==> src/rtl/esm_pkg.sv <==
// esm_pkg: shared entry-state encoding, index-width helper and settle default
// for the ESM issue scheduler.
package esm_pkg;
    typedef enum logic [1:0] {ESM_FREE, ESM_WAIT, ESM_READY, ESM_ISSUED} esm_state_e;
    localparam int ESM_SETTLE = 3;
    function automatic int esm_idx_w(input int n);
        return (n > 1) ? $clog2(n) : 1;
    endfunction
endpackage

==> src/rtl/esm_prio_enc.sv <==
// esm_prio_enc: lowest-index-first priority encoder with a found flag.
module esm_prio_enc
    import esm_pkg::*;
#(
    parameter  int bs = 16,
    localparam int IW = esm_idx_w(bs)
) (
    input  logic [0:bs-1]  i_req,
    output logic [IW-1:0]  o_idx,
    output logic           o_found
);
    always_comb begin
        o_idx   = '0;
        o_found = 1'b0;
        for (int i = bs - 1; i >= 0; i--) begin
            if (i_req[i]) begin
                o_idx   = IW'(i);
                o_found = 1'b1;
            end
        end
    end
endmodule

==> src/rtl/esm_issue_scheduler.sv <==
// esm_issue_scheduler: instruction buffer owner; allocates slots, waits for the
// dependency analyser to settle, and issues independent entries one per cycle.
module esm_issue_scheduler
    import esm_pkg::*;
#(
    parameter  int Instruction_word_size = 32,
    parameter  int bs                    = 16,
    parameter  int SETTLE                = ESM_SETTLE,
    localparam int IW                    = esm_idx_w(bs),
    localparam int CW                    = esm_idx_w(SETTLE)
) (
    input  logic                             clk,
    input  logic                             rst,
    input  logic                             in_valid,
    input  logic [Instruction_word_size-1:0] in_instr,
    output logic                             in_ready,
    output logic                             alloc_fire,
    output logic [IW-1:0]                    alloc_index,
    output logic [0:bs-1]                    valid_entries,
    input  logic [0:bs-1]                    independent_instr,
    output logic                             issue_valid,
    input  logic                             issue_ready,
    output logic [Instruction_word_size-1:0] issue_instr,
    output logic [IW-1:0]                    issue_index,
    input  logic                             retire_valid,
    input  logic [IW-1:0]                    retire_index,
    output logic                             err
);
    esm_state_e                       r_state [bs];
    logic [CW-1:0]                    r_cnt   [bs];
    logic [Instruction_word_size-1:0] r_mem   [bs];
    logic                             r_issue_valid;
    logic [IW-1:0]                    r_issue_idx;
    logic [Instruction_word_size-1:0] r_issue_instr;
    logic [IW-1:0]                    r_last_alloc;
    logic                             r_err;
    logic [0:bs-1]                    w_free;
    logic [0:bs-1]                    w_elig;
    logic [IW-1:0]                    w_free_idx;
    logic [IW-1:0]                    w_elig_idx;
    logic                             w_free_found;
    logic                             w_elig_found;
    logic                             w_load;
    logic                             w_issue_ld;
    logic                             w_ret_ok;

    always_comb begin
        w_free = '0;
        w_elig = '0;
        for (int i = 0; i < bs; i++) begin
            w_free[i] = (r_state[i] == ESM_FREE);
            w_elig[i] = (r_state[i] == ESM_READY) && independent_instr[i];
        end
    end

    esm_prio_enc #(.bs(bs)) u_free_enc (.i_req(w_free), .o_idx(w_free_idx), .o_found(w_free_found));
    esm_prio_enc #(.bs(bs)) u_elig_enc (.i_req(w_elig), .o_idx(w_elig_idx), .o_found(w_elig_found));

    assign valid_entries = ~w_free;
    assign in_ready      = w_free_found;
    assign alloc_fire    = in_valid & w_free_found;
    assign alloc_index   = w_free_found ? w_free_idx : r_last_alloc;
    // The issue register refills whenever it is empty or being accepted.
    assign w_load        = !r_issue_valid || issue_ready;
    assign w_issue_ld    = w_load && w_elig_found;
    assign w_ret_ok      = retire_valid && (r_state[retire_index] == ESM_ISSUED);
    assign issue_valid   = r_issue_valid;
    assign issue_index   = r_issue_idx;
    assign issue_instr   = r_issue_instr;
    assign err           = r_err;

    // Alloc, issue and retire act on disjoint states, so one slot sees at most one.
    always_ff @(posedge clk or negedge rst) begin
        if (!rst) begin
            for (int i = 0; i < bs; i++) begin
                r_state[i] <= ESM_FREE;
                r_cnt[i]   <= '0;
            end
        end else begin
            for (int i = 0; i < bs; i++) begin
                if (alloc_fire && alloc_index == IW'(i)) begin
                    r_state[i] <= (SETTLE > 1) ? ESM_WAIT : ESM_READY;
                    r_cnt[i]   <= CW'(SETTLE - 1);
                end else if (r_state[i] == ESM_WAIT) begin
                    r_cnt[i]   <= (r_cnt[i] == '0) ? '0 : r_cnt[i] - CW'(1);
                    if (r_cnt[i] <= CW'(1))
                        r_state[i] <= ESM_READY;
                end else if (w_issue_ld && w_elig_idx == IW'(i)) begin
                    r_state[i] <= ESM_ISSUED;
                end else if (w_ret_ok && retire_index == IW'(i)) begin
                    r_state[i] <= ESM_FREE;
                end
            end
        end
    end

    always_ff @(posedge clk) begin
        if (alloc_fire)
            r_mem[alloc_index] <= in_instr;
    end

    always_ff @(posedge clk or negedge rst) begin
        if (!rst) begin
            r_issue_valid <= 1'b0;
            r_issue_idx   <= '0;
            r_issue_instr <= '0;
            r_last_alloc  <= '0;
            r_err         <= 1'b0;
        end else begin
            if (w_load)
                r_issue_valid <= w_elig_found;
            if (w_issue_ld) begin
                r_issue_idx   <= w_elig_idx;
                r_issue_instr <= r_mem[w_elig_idx];
            end
            if (w_free_found)
                r_last_alloc <= w_free_idx;
            if (retire_valid && !w_ret_ok)
                r_err <= 1'b1;
        end
    end
endmodule

==> config.mk <==
export PLATFORM = sky130hd
export DESIGN_NAME = esm_issue_scheduler
export DESIGN_NICKNAME = d
export VERILOG_FILES = /design/src/rtl/esm_pkg.sv /design/src/rtl/esm_prio_enc.sv /design/src/rtl/esm_issue_scheduler.sv
export SDC_FILE = /design/constraint.sdc
export NUM_CORES = 1
export LEC_CHECK = 0
export BUFFER_PORTS_ARGS = -buffer_cell sky130_fd_sc_hd__buf_2
export CORE_ASPECT_RATIO = 0.8
export CORE_UTILIZATION = 40
export CTS_CLUSTER_DIAMETER = 150
export CTS_CLUSTER_SIZE = 24
export DETAILED_ROUTE_END_ITERATION = 7
export HOLD_SLACK_MARGIN = 0.06
export MAX_ROUTING_LAYER = met4
export SLEW_MARGIN = 20
export SYNTH_ARGS = -nofsm -noshare
export SYNTH_HDL_FRONTEND = slang
export SYNTH_SLANG_ARGS = --single-unit
==> constraint.sdc <==
create_clock -name clk -period 4.55 [get_ports clk]
set_input_delay 0.455 -clock clk [delete_from_list [all_inputs] [get_ports clk]]
set_output_delay 0.455 -clock clk [all_outputs]
set_load 0.1 [all_outputs]
After elaboration in Yosys (flattened, before gate mapping)
Memories as Yosys holds them, arrays and structs flattened. A register that Yosys moved wholly into a read port is not among the register bits.
Cells that the tools add are included.
{"block": "word_totals", "regBits": 74, "ram_bits": 512, "output_inout_bits": 60, "mem_count": 1}
{"block": "op_classes", "add_sub_neg": 16, "n_lt_le_gt_ge": 17, "eq_ne": 94, "mux": 198, "bitwise_logic": 3, "n_reduce_logical": 154}
{"memory": "r_mem", "depth": 16, "word_bits": 32, "rd": 1, "rd_ports_with_merged_regs": 1, "wr": 1, "line": "esm_issue_scheduler.sv:31", "source": "logic [Instruction_word_size-1:0] r_mem [bs];"}
{"cell": "$mux 2", "n": 130}
{"cell": "$mux 4", "n": 33}
{"cell": "$eq 4x4->1 const B", "n": 24}
{"cell": "$logic_and 1x1->1", "n": 67}
{"cell": "$logic_not 2->1", "n": 32}
{"cell": "$reduce_bool 4->1", "n": 16}
{"cell": "$eq 4x3->1 const B", "n": 12}
{"cell": "$ne 3x2->1 const B", "n": 16}
{"cell": "$eq 2x2->1 const B", "n": 17}
{"cell": "$mux 1", "n": 34}
{"cell": "$eq 2x1->1 const B", "n": 16}
{"cell": "$le 2x1->1 const B", "n": 16}
{"cell": "$reduce_and 2->1", "n": 16}
{"cell": "$reduce_bool 2->1", "n": 16}
{"cell": "$sub 2x1->2 const B", "n": 16}
{"cell": "$eq 4x2->1 const B", "n": 6}
{"cell": "$not 16->16", "n": 1}
{"cell": "$eq 4x1->1 const B", "n": 3}
{"cell": "$logic_not 4->1", "n": 3}
{"cell": "$bmux 2 s4", "n": 1}
{"cell": "$ge 5x5->1 const B", "n": 1}
{"cell": "$not 4->5", "n": 1}
{"cell": "$logic_not 1->1", "n": 3}
{"cell": "$and 1x1->1", "n": 1}
{"cell": "$logic_or 1x1->1", "n": 1}

Longest topological paths before layout
{"block": "depth", "ltp_word": 23, "mapped_depth": 12, "ltp_nobuf": 9}

Cells and area by module
A second synthesis with hierarchy kept.
{"block": "hier_totals", "cells_unflattened": 1428, "area_unflattened_um2": 24793.8}
{"module": "esm_issue_scheduler", "n_inst": 1, "cells_each": 1362, "area_per_inst_um2": 24435.9}
{"module": "esm_prio_enc", "n_inst": 2, "cells_each": 33, "area_per_inst_um2": 178.9}

Least setup slack after synthesis
No wires, ideal clock.
{"block": "synth_timing", "path_kind": "reg-to-reg", "from": "reg r_state[1] (netlist name)", "to": "mem r_mem[12][0] (enable)", "setup_ps": 461, "t_arrival_ps": 4536, "path_slack_ps": -447, "stages_incl_launch_ff": 12, "n_path_buf": 2, "period_less_slack_ps": 4997, "cell_sequence": "dfrtp_1 -> or2_2 -> o21ai_0 -> a21boi_0 -> o21a_1 -> o21ai_0 -> a21oi_1 -> o21a_1 -> buf_2 -> clkinv_1 -> clkbuf_1 -> nor3_1"}
{"block": "synth_between", "elab_chain_cells": 20, "elab_cells_between_ends": 37, "cone_classes": "mux (35); bitwise (1); reduce/logical (1)"}
{"element": "start: declaration", "line": "esm_issue_scheduler.sv:29", "source": "esm_state_e r_state [bs];"}
{"element": "start signal: indexed assignment", "line": "esm_issue_scheduler.sv:82", "source": "r_state[i] <= (SETTLE > 1) ? ESM_WAIT : ESM_READY;"}
{"element": "$logic_not 2->1 *", "line": "esm_issue_scheduler.sv:51", "source": "w_free[i] = (r_state[i] == ESM_FREE);"}
{"element": "$mux 1 (16 in a row)", "line": "esm_prio_enc.sv:16", "source": "if (i_req[i]) begin"}
{"element": "$and 1x1->1", "line": "esm_issue_scheduler.sv:61", "source": "assign alloc_fire = in_valid & w_free_found;"}
{"element": "$mux 1", "line": "esm_issue_scheduler.sv:98", "source": "if (alloc_fire)"}
{"element": "$mux 1 (implied by the code)", "line": "esm_issue_scheduler.sv:99", "source": "r_mem[alloc_index] <= in_instr;"}
{"element": "end: declaration", "line": "esm_issue_scheduler.sv:31"}
Mark *: on every way between the ends. The rest lies on a longest branch, timed or not.

Final worst setup path
{"block": "layout_timing", "from": "reg r_state[16] (netlist name)", "to": "out alloc_index[0]"}
{"block": "layout_between", "elab_chain_cells": 10, "elab_cells_between_ends": 18, "cone_classes": "mux (17); reduce/logical (1)"}
{"element": "$logic_not 2->1 *", "line": "esm_issue_scheduler.sv:51"}
{"element": "$mux 4 / $mux 1 (equally long branches) (8 in a row)", "line": "esm_prio_enc.sv:16"}
{"element": "$mux 4 *"}
{"element": "end: declaration", "line": "esm_issue_scheduler.sv:18", "source": "output logic [IW-1:0] alloc_index,"}
Marks and branches as above.

==> summary.md <==
| Metric | Value |
|---|---|
| Via-to-Cell Ratio | `5.53` |
| Row count | `81` |
| Total negative slack | `0 ps` |
| PostCTS Resize Cnt | `0` |
| First-pass GRT wire length | `95700 µm` |
| Last element of the critical path | `alloc_index[0]` |
| Final #Nets | `2034` |
| WL met2 | `29100 µm` |
| Sequential fraction of the synthesis area | `73.0%` |
| WL/cell | `about 22 µm` |
| Worst reg2reg path depth | `8` |
| Mapped Cells | `1882` |
| Die extent in y | `224 µm` |
| Syn Std Cell Area | `24700 µm²` |
| DR vias | `around 16000` |
| Longest Clk Path Bufs | `3` |
| Hold WC Path Type | `in -> reg` |
| H-tree depth | `1` |
| Clk sink count | `~620` |
| TritonCTS Buffers | `29` |
| I/O pins | `117` |
| Synth Warn # | `0` |
| Root Buffer | `clkbuf_16` |
| Number of global-route vias before repair | `15100` |
| Most numerous cell in the Yosys netlist | `edfxtp_1` |
| Power consumption | `0.0202 W` |
| Worst clock skew | `16.1 ps` |
| Peak VDD IR | `around 690 µV` |
| Top cells by area, synth | `edfxtp_1, dfrtp_1, nand2_1, a21oi_1, mux2i_1` |
| EDFF count, synth | `approximately 510` |
| Yosys cell types | `55` |
| Largest net degree at the start of global routing | `100` |
| Slew @ Worst Pin | `roughly 1100 ps` |
| Clock latency on the worst-skew pair | `610 ps` |
| Dominant synthesized flop cell | `edfxtp_1` |
| Seq cells post-synth | `618` |
| Critical Path AT | `3500 ps` |
| WL final | `63500 µm` |
| Crit end category | `output port` |
| Area Growth Syn to Fin | `10.3%` |
| Setup bufs post-CTS | `0` |
| Fin crit share | `86.9%` |
| Mapped Avg Cell Area | `about 13 µm²` |
| Uppermost routed layer | `met4` |
| Synth Net Count | `1939` |
| Pwr Density | `about 740 nW/µm²` |
| FFs w/ async S/R, synth | `17.2%` |
| Critical path class | `reg -> out` |
| Post-detailed-route DRC marker count | `0` |
| Iter 0 DRT Violations | `roughly 1600` |
| Clock Pin Slew Worst Setup and Hold Paths | `110 ps` |
| # port buffers | `116` |
| Initial Util | `40.5%` |
| Leakage | `9.38 nW` |
| Fmax | `253 MHz` |
| Crit-path max cell delay | `590 ps` |
| Initial antenna violation count | `4` |
| GPL Wtd Cong | `0.966` |
| Max-cap violations | `0` |
| Final setup violation count | `0` |
| Min Tclk post-route | `just under 4000 ps` |
| Die ar. | `62700 µm²` |
| Share of layout cells above drive strength 1 | `11.9%` |
| Die width | `280 µm` |
| Core ar. | `61000 µm²` |
| Layout fillers | `5569` |
| Cell mode on critical path | `nand2_1` |
| Routed met3 length | `4070 µm` |
| CP max-delay cell | `nor3_1` |
| Cts hold-fix bufs | `1` |
| HPWL Detailed | `37300 µm` |
| Share of the synthesized area in the top cell type | `62.3%` |
| Final Hold Vio Count | `0` |
| Start point of the critical path | `r_state[16]` |
| CP Max Fanout | `16` |
| Post-synth top area cell | `edfxtp_1` |
| Setup slack, reg-to-reg | `730 ps` |
| Gr ovfl total | `0` |
| CP Launch Type | `register` |
| Data required, critical path | `about 4100 ps` |
| Hold Crit Depth | `2` |
| RSZ-0062 raised after global routing | `false` |
| Wire length on met1 | `slightly below 30000 µm` |
| Synth cell count leaders | `edfxtp_1, nand2_1, a21oi_1` |
| Worst R2R Start | `r_state[2]` |
| TritonRoute pass-1 iters | `6` |
| Status | `complete, no violations` |
| TritonCTS clock tree | `built` |
| Cells along the critical path | `or2_2 > nand2_1 > nor3_1 > a31oi_1 > o21ai_0 > nand2_1 > o21a_1 > clkinv_1 > buf_4 > buf_2` |
| GRT Total Usage | `20.8%` |
| Max-slew violation count | `0` |
| Reg2Reg Capture Point | `issue_instr[10]` |
| Routed Antenna Nets | `0` |
| Rel. slew slack | `26.6%` |
-- state kept, by name (all words and copies together), names as in the netlist --
signal,count
issue_instr,32
issue_index,4
issue_valid,1
r_last_alloc,4
r_cnt,32
err,1
r_mem,512
r_state,32
-- power breakdown --
group	switching [W]	internal (W)
Combinational	0.00701	0.00229
Sequential	0.000586	0.00742
Clock	0.00172	0.00122
Total	0.00931	0.0109
-- stage by stage --
step                      utilization, %  hold WS (ps)  cell area (µm²)  std cells  worst slack (ps)
after global placement              43.3           437            26400       2775               835
after floorplan                        -           159            24700       1882              -172
after detailed placement            43.3           445            26400       2775               791
after global routing                44.6          84.8            27200       2832               406
final                               44.6           102            27200       2832               594
after CTS                           44.6          71.8            27200       2829               681
-- logic make-up after synthesis --
kind of cell,after synthesis,share of synthesized area [%]
mux,68,2.92
simple gates,660,11.9
compound gates,427,10.3
buf+inv,109,1.92
flops,618,73.0
-- critical path: cells and delay by family (launching register included) --
family / cells / cell delay [ps]
and+or+nand+nor: 4 / 930
AOI/OAI and AO/OA: 3 / 490
buffers and inverters: 3 / 1010
DFF: 1 / 440
-- metal layers --
| layer | global-route usage, % | vias up |
|---|---|---|
| met2 | 31.7 | 526 |
| met3 | 2.56 | 80 |
| met4 | 4.30 | 0 |
| met5 | - | - |
| met1 | 30.0 | 7907 |
| li1 | - | 7162 |
-- layout make-up --
class                           count  area [µm²]  share of cell area (%)
Clock inverter                      1        8.76                  0.0322
Sequential cell                   618       18000                    66.2
Antenna cell                        3        7.51                  0.0276
Tap cell                          830        1040                    3.81
Inverter                           16        60.1                   0.221
Timing Repair Buffer              157         956                    3.51
Clock buffer                       52         812                    2.98
Multi-Input combinational cell   1155        6320                    23.2
-- worst min path at each step --
stage,startpoint,end
floorplan,rst,err
global placement,err,err
detailed placement,err,err
CTS,retire_valid,err
global route,retire_valid,err
finish,retire_valid,err
-- placed cells by master (no fill, tap or decap), types with 4 or more instances in the layout --
| cell type | count |
|---|---|
| a21o_1 | 7 |
| a21oi_1 | 221 |
| a31oi_1 | 26 |
| a32oi_1 | 6 |
| and2_1 | 5 |
| and3b_1 | 4 |
| buf_12 | 5 |
| buf_2 | 115 |
| buf_4 | 36 |
| clkbuf_1 | 23 |
| clkbuf_16 | 29 |
| dfrtp_1 | 106 |
| edfxtp_1 | 512 |
| inv_1 | 13 |
| mux2i_1 | 63 |
| nand2_1 | 401 |
| nand2_2 | 4 |
| nand2b_1 | 23 |
| nand3_1 | 20 |
| nand3b_1 | 14 |
| nor2_1 | 60 |
| nor2_4 | 14 |
| nor2b_1 | 8 |
| nor3_1 | 24 |
| nor3b_1 | 16 |
| nor4_1 | 42 |
| o211ai_1 | 5 |
| o21a_1 | 5 |
| o21ai_0 | 65 |
| o221ai_1 | 25 |
| o22a_1 | 7 |
| o22ai_1 | 35 |
| or2_2 | 13 |
No activity file was read; power rests on OpenSTA's default activity.
